--- src/rtl/demux2_reg.sv ---
// Registered 1-to-2 stream demultiplexer with a single-entry output register per channel.
// Define DEMUX_CNT_EN to add per-channel completed-handshake counters (cnt0/cnt1).
module demux2_reg #(
    parameter int unsigned WIDTH = 32
`ifdef DEMUX_CNT_EN
    ,
    parameter int unsigned CNT_WIDTH = 16
`endif
) (
    input  logic             clk,
    input  logic             reset,
    input  logic             in_valid,
    input  logic [WIDTH-1:0] in_data,
    input  logic             in_sel,
    output logic             in_ready,
    output logic             out0_valid,
    output logic [WIDTH-1:0] out0_data,
    input  logic             out0_ready,
    output logic             out1_valid,
    output logic [WIDTH-1:0] out1_data,
    input  logic             out1_ready
`ifdef DEMUX_CNT_EN
    ,
    output logic [CNT_WIDTH-1:0] cnt0,
    output logic [CNT_WIDTH-1:0] cnt1
`endif
);

    logic             valid0_q, valid0_d;
    logic             valid1_q, valid1_d;
    logic [WIDTH-1:0] data0_q, data0_d;
    logic [WIDTH-1:0] data1_q, data1_d;

    logic free0, free1;
    logic acc0, acc1;
    logic drain0, drain1;

    // A channel can take a word if it is empty or is being drained on this edge.
    always_comb begin
        free0    = !valid0_q || out0_ready;
        free1    = !valid1_q || out1_ready;
        in_ready = !reset && (in_sel ? free1 : free0);
        acc0     = in_valid && in_ready && !in_sel;
        acc1     = in_valid && in_ready && in_sel;
        drain0   = valid0_q && out0_ready;
        drain1   = valid1_q && out1_ready;
    end

    always_comb begin
        valid0_d = acc0 || (valid0_q && !drain0);
        valid1_d = acc1 || (valid1_q && !drain1);
        data0_d  = acc0 ? in_data : data0_q;
        data1_d  = acc1 ? in_data : data1_q;
    end

    always_ff @(posedge clk) begin
        if (reset) begin
            valid0_q <= 1'b0;
            valid1_q <= 1'b0;
            data0_q  <= '0;
            data1_q  <= '0;
        end else begin
            valid0_q <= valid0_d;
            valid1_q <= valid1_d;
            data0_q  <= data0_d;
            data1_q  <= data1_d;
        end
    end

    assign out0_valid = valid0_q;
    assign out0_data  = data0_q;
    assign out1_valid = valid1_q;
    assign out1_data  = data1_q;

`ifdef DEMUX_CNT_EN
    logic [CNT_WIDTH-1:0] cnt0_q, cnt0_d;
    logic [CNT_WIDTH-1:0] cnt1_q, cnt1_d;

    // Free-running wrap, no saturation.
    always_comb begin
        cnt0_d = cnt0_q + CNT_WIDTH'(drain0);
        cnt1_d = cnt1_q + CNT_WIDTH'(drain1);
    end

    always_ff @(posedge clk) begin
        if (reset) begin
            cnt0_q <= '0;
            cnt1_q <= '0;
        end else begin
            cnt0_q <= cnt0_d;
            cnt1_q <= cnt1_d;
        end
    end

    assign cnt0 = cnt0_q;
    assign cnt1 = cnt1_q;
`endif

endmodule
--- config.mk ---
export PLATFORM = sky130hd
export DESIGN_NAME = demux2_reg
export DESIGN_NICKNAME = d
export VERILOG_FILES = /design/src/rtl/demux2_reg.sv
export SDC_FILE = /design/constraint.sdc
export NUM_CORES = 1
export LEC_CHECK = 0
export CORE_ASPECT_RATIO = 0.9
export CORE_UTILIZATION = 25
export CTS_CLUSTER_DIAMETER = 80
export DETAILED_ROUTE_END_ITERATION = 7
export HOLD_SLACK_MARGIN = 0.08
export SYNTH_ARGS = -nofsm -noshare
export SYNTH_HDL_FRONTEND = slang
export SYNTH_SLANG_ARGS = --single-unit
--- constraint.sdc ---
create_clock -name clk -period 2.41 [get_ports clk]
set_clock_uncertainty 0.15 [all_clocks]
set_input_delay 0.3615 -clock clk [delete_from_list [all_inputs] [get_ports clk]]
set_output_delay 0.3615 -clock clk [all_outputs]
set_load 0.05 [all_outputs]
Word-level counts from Yosys, hierarchy flattened
Index checks and enable logic that the tools add are counted.

Bits of input ports: 38. Word-level logic and storage cells: 23. Register bits after elaboration: 66. Output and inout bits: 67.

Reductions and logical operators: 18. Muxes and demuxes: 1.

Operators with widths (number): logical AND 1 bit (8); zero test 1 bit (6); logical OR 1 bit (4); two-way mux 1 bit (1).

Longest topological paths before layout
Depth after elaboration: 7. Gate-level depth with buffers: 4. Mapped depth without buffers: 3.

Worst setup path before layout
No wires, ideal clock.

Kind: reg2out. From: reg valid1_q (netlist: out1_valid). To: out in_ready. Stages on the path, launching flop included: 4. Data required time: 1.899 ns. Arrival time: 1.430 ns. Path slack: 0.468 ns. Buffers on the path: 0. Path through: dfxtp_1 > nand2b_1 > mux2i_1 > nor2_1.

Longest elaborated chain between the ends: 4.

Ends and longest elaborated chain: start: declaration (line 30) `logic valid1_q, valid1_d;`; start signal: assignment (line 64) `valid1_q <= valid1_d;`; zero test 1 bit (line 41) `free1 = !valid1_q || out1_ready;`; logical OR 1 bit (line 41); two-way mux 1 bit (line 42) `in_ready = !reset && (in_sel ? free1 : free0);`; logical AND 1 bit (line 42); end: declaration (line 15) `output logic in_ready,`.

No other way between the ends.

Worst setup path in the final report
From: reg data0_q[13] (netlist: out0_data[13]). To: out out0_data[13].

RTL lines: start: declaration (line 31) `logic [WIDTH-1:0] data0_q, data0_d;`; start signal: assignment (line 65) `data0_q <= data0_d;`; end: declaration (line 17) `output logic [WIDTH-1:0] out0_data,`.

No word-level cell between the ends.

==> results by stage <==
Detailed routing:
- The number of nets with antenna violations after detailed routing is 0.
- The mean routed wirelength per cell is roughly 14 µm.
- The routed via count is 1,916.
- The first-pass detailed-route iteration total is 7.
- The number of vias per cell after detailed routing is 4.18.
- After detailed routing, the number of remaining DRC violations is 8.
- After detailed routing, the total wire length is 6190 µm.
- The number of DRC markers after the initial detailed-route iteration is 48.

Synthesis:
- The share of synthesized cell area in and, or, nand and nor gates is 17.1%.
- For this run, the number of Yosys warnings is 0.
- The synthesized area per cell is about 12 µm².
- The number of synthesized register bits is 66.
- Sequential elements use 49.2% of the synthesized area.
- The adder and majority cell fraction of the synthesized area is 0%.
- The main combinational cell family by area after synthesis is multiplexers.
- The compound-gate portion of the synthesized area is 0.372%.
- The number of nets in the synthesized netlist is 254.
- Of the post-synthesis cell area, the part taken by muxes is 30.3%.
- In this run the cell area of the synthesized design comes to approximately 2700 µm².
- After synthesis, the netlist uses 17 different library cells.
- The synthesized instance count is about 220.
- The fraction of synthesized cell area in xor and xnor cells is 0%.

Placed design:
- In this run the tool buffered the top-level ports with 104 buffer cells.
- The half-perimeter wire length of the detailed placement result is 4280 µm.
- The congestion estimate from routability-driven global placement came to 0.693.
- After detailed placement, the total cell area comes to between 3000 and 4000 µm².
- The worst setup timing slack at the placement stage is 261 ps.

Clock tree:
- The number of levels the H-tree was split into is 3.
- After clock tree synthesis, the setup repair step added 0 buffers.
- The tree is rooted in a sky130_fd_sc_hd__clkbuf_16.
- The number of hold buffers added after CTS was 0.
- At the later pin of the worst-skew pair, clock insertion delay measures 320 ps.
- The clock sink count is 66.
- Post-CTS repair changed the size of 0 cells.
- Counting along the longest clock path gives a buffer depth of 2.
- Counting the buffers created by CTS gives 9.
- Clock-pin slew was measured on the worst setup and hold paths at roughly 50 ps.
- The TritonCTS clock tree is built.

GRT:
- For met1 alone, demand over resource in global routing was a little over an eighth.
- Entering global routing, the biggest net connects 44 pins.
- For met3 alone, demand over resource in global routing was between 5 and 6%.
- Global routing consumed, on the met2 layer, 18.3% of the routing resources.
- The global-route usage over all layers is 11.6%.
- The most utilized layer in the global route result is met2.
- The initial antenna violation count is 0.
- The via count of the first global-routing pass came to roughly 2,000.
- The first global-routing pass estimated 9950 µm of wire.
- The final global-route overflow total is 0.

Critical path:
- The number of cell instances on the worst register-to-register path is 4.
- The required time reported for the critical path endpoint is 1900 ps.
- In this run the critical register-to-register path is captured at out1_data[1]$_SDFFE_PP0P_.
- For this design, the slowest cell found on the critical path is sky130_fd_sc_hd__clkdlybuf4s50_1.
- The critical path endpoint category is an output pin.
- The buffers plus inverters on the worst setup path is 1.
- The arrival time of data at the critical path endpoint is 1500 ps.
- The startpoint identified for the worst register-to-register timing path is out1_valid$_SDFF_PP0_.
- The slack of the worst reg-to-reg path is 860 ps.
- Among cell families on the critical path, the largest total delay comes from buffers and inverters.
- The worst setup path category is reg -> out.
- The maximum fanout along the worst path is 2.
- The worst setup path is launched from a register.
- The critical path goes through clkdlybuf4s50_1.
- The longest individual stage delay on the worst path is roughly 840 ps.

Timing:
- The final-report hold violation count was 0.
- The final worst setup slack is between 300 and 400 ps.
- The total count of max-transition violations in the final report was 0.
- The final cycle utilization of the critical path is between 80% and 90%.
- Summed over all failing endpoints, the final setup total negative slack is 0 ps.
- The highest attainable clock frequency is 496 MHz.
- The minimum hold slack is 411 ps.
- For the pin with the worst max-slew slack, the measured transition is 548 ps.
- Setup repair after global routing left no endpoint under its margin.
- Setup violations remaining at the end of the flow were counted as 0.
- The minimum clock period after layout is just over 2000 ps.
- In this run the tightest slew margin relative to its limit is 63.4%.

Min path:
- The class of the worst hold path is reg -> reg.
- The cell depth of the worst min-delay path is 2.
- The worst hold path startpoint is out0_valid$_SDFF_PP0_.
- The path with the worst hold slack has its endpoint at out0_valid$_SDFF_PP0_.

Flow run:
- The tool flagged a number of max-cap violations equal to 0.

Cells and area:
- The layout has 990 filler cells.
- Once layout is done, the placed cells without fillers occupy approximately 4200 µm².
- For this run, the share of the core covered by cells in the final layout is roughly two fifths.
- The number of diodes is 0.
- The most common cell after layout, fill and taps aside is sky130_fd_sc_hd__clkdlybuf4s50_1.
- In the final design database the tool counted 362 nets.
- From synthesis to final layout, the design area changed by 55.0%.
- The post-route netlist has 26.7% of its cells at a drive strength greater than 1.
- Leaving out fill and tap cells, the most frequent cells in the layout are sky130_fd_sc_hd__clkdlybuf4s50_1, sky130_fd_sc_hd__dfxtp_1, sky130_fd_sc_hd__nor2b_1.

Pwr:
- The leakage power total is 1.72 nW.
- The power density over the cells is about 710 nW/µm².
- Across the VDD grid, the largest voltage drop is 0.350 mV.

Status:
- The checks that failed: DRC.
- The flow ran to the end, but the final reports show violations.

Floorplanning:
- The core region is 10,300 µm².
- The number of standard-cell rows in the floorplan is 35.
- The die is 100 µm tall.
- The number of top-level pins is 105.
- The die extent in x is roughly 110 µm.
- The die area is 11,200 µm².
- The initial core utilization is 26.0%.
-- how the worst max path moves through the flow --
stage                                 endpoint  cells past startpoint  slack, ps                  startpoint
floorplan                             in_ready                      3        470       out1_valid$_SDFF_PP0_
global placement    out1_data[28]$_SDFFE_PP0P_                      5        300                  out1_ready
detailed placement  out1_data[14]$_SDFFE_PP0P_                      5        260                  out1_ready
CTS                              out0_data[13]                      1        390  out0_data[13]$_SDFFE_PP0P_
global route                     out0_data[13]                      1        360  out0_data[13]$_SDFFE_PP0P_
finish                           out0_data[13]                      1        390  out0_data[13]$_SDFFE_PP0P_
-- power by group --
group	switching, mW	leakage [nW]	internal, mW
logic	0.322	1.04	0.253
registers	0.0286	0.541	1.15
clock network	0.442	0.143	0.777
total	0.793	1.72	2.18
-- per-stage QoR --
stage / power, mW / cells
6_report: 2.98 / 458
5_1_grt: 3.11 / 458
4_1_cts: 3.04 / 458
3_5_place_dp: 1.79 / 442
3_3_place_gp: 1.78 / 442
2_1_floorplan: 1.56 / 216
-- flip-flops by register name (all words and copies together), names as in the netlist --
register and count:
out1_valid 1, out1_data 32, out0_data 32, out0_valid 1
-- synthesized netlist by cell type --
master | number | area (µm²)
sky130_fd_sc_hd__a21oi_1 | 2 | 10.0
sky130_fd_sc_hd__and2b_1 | 1 | 7.51
sky130_fd_sc_hd__buf_2 | 6 | 30.0
sky130_fd_sc_hd__buf_4 | 1 | 7.51
sky130_fd_sc_hd__buf_6 | 3 | 33.8
sky130_fd_sc_hd__clkbuf_1 | 3 | 11.3
sky130_fd_sc_hd__dfxtp_1 | 66 | 1320
sky130_fd_sc_hd__mux2_1 | 1 | 11.3
sky130_fd_sc_hd__mux2_2 | 41 | 462
sky130_fd_sc_hd__mux2_4 | 22 | 330
sky130_fd_sc_hd__mux2i_1 | 1 | 10.0
sky130_fd_sc_hd__nand2_2 | 1 | 6.26
sky130_fd_sc_hd__nand2b_1 | 2 | 12.5
sky130_fd_sc_hd__nand4b_4 | 1 | 23.8
sky130_fd_sc_hd__nor2_1 | 1 | 3.75
sky130_fd_sc_hd__nor2b_1 | 63 | 394
sky130_fd_sc_hd__nor3b_2 | 1 | 12.5
-- cells by family after synthesis --
kind of cell | after synthesis
multiplexers | 65
AO/OA/AOI/OAI | 2
AND/OR/NAND/NOR | 70
flip-flops | 66
buffers and inverters | 13
-- cell type report --
cell class	instances	area [µm²]	share of cell area (%)
Clock buffer	14	274	6.58
Clock inverter	2	10.0	0.240
Multi-Input combinational cell	137	1280	30.8
Sequential cell	66	1320	31.7
Tap cell	129	161	3.87
Timing Repair Buffer	110	1120	26.8
-- routing by layer --
metal / vias up / wire length, µm
met2: 63 / 2900
met5: - / 0
li1: 937 / -
met3: 10 / 441
met4: 0 / 90
met1: 906 / 2750
Power figures use the tool's default switching activity.
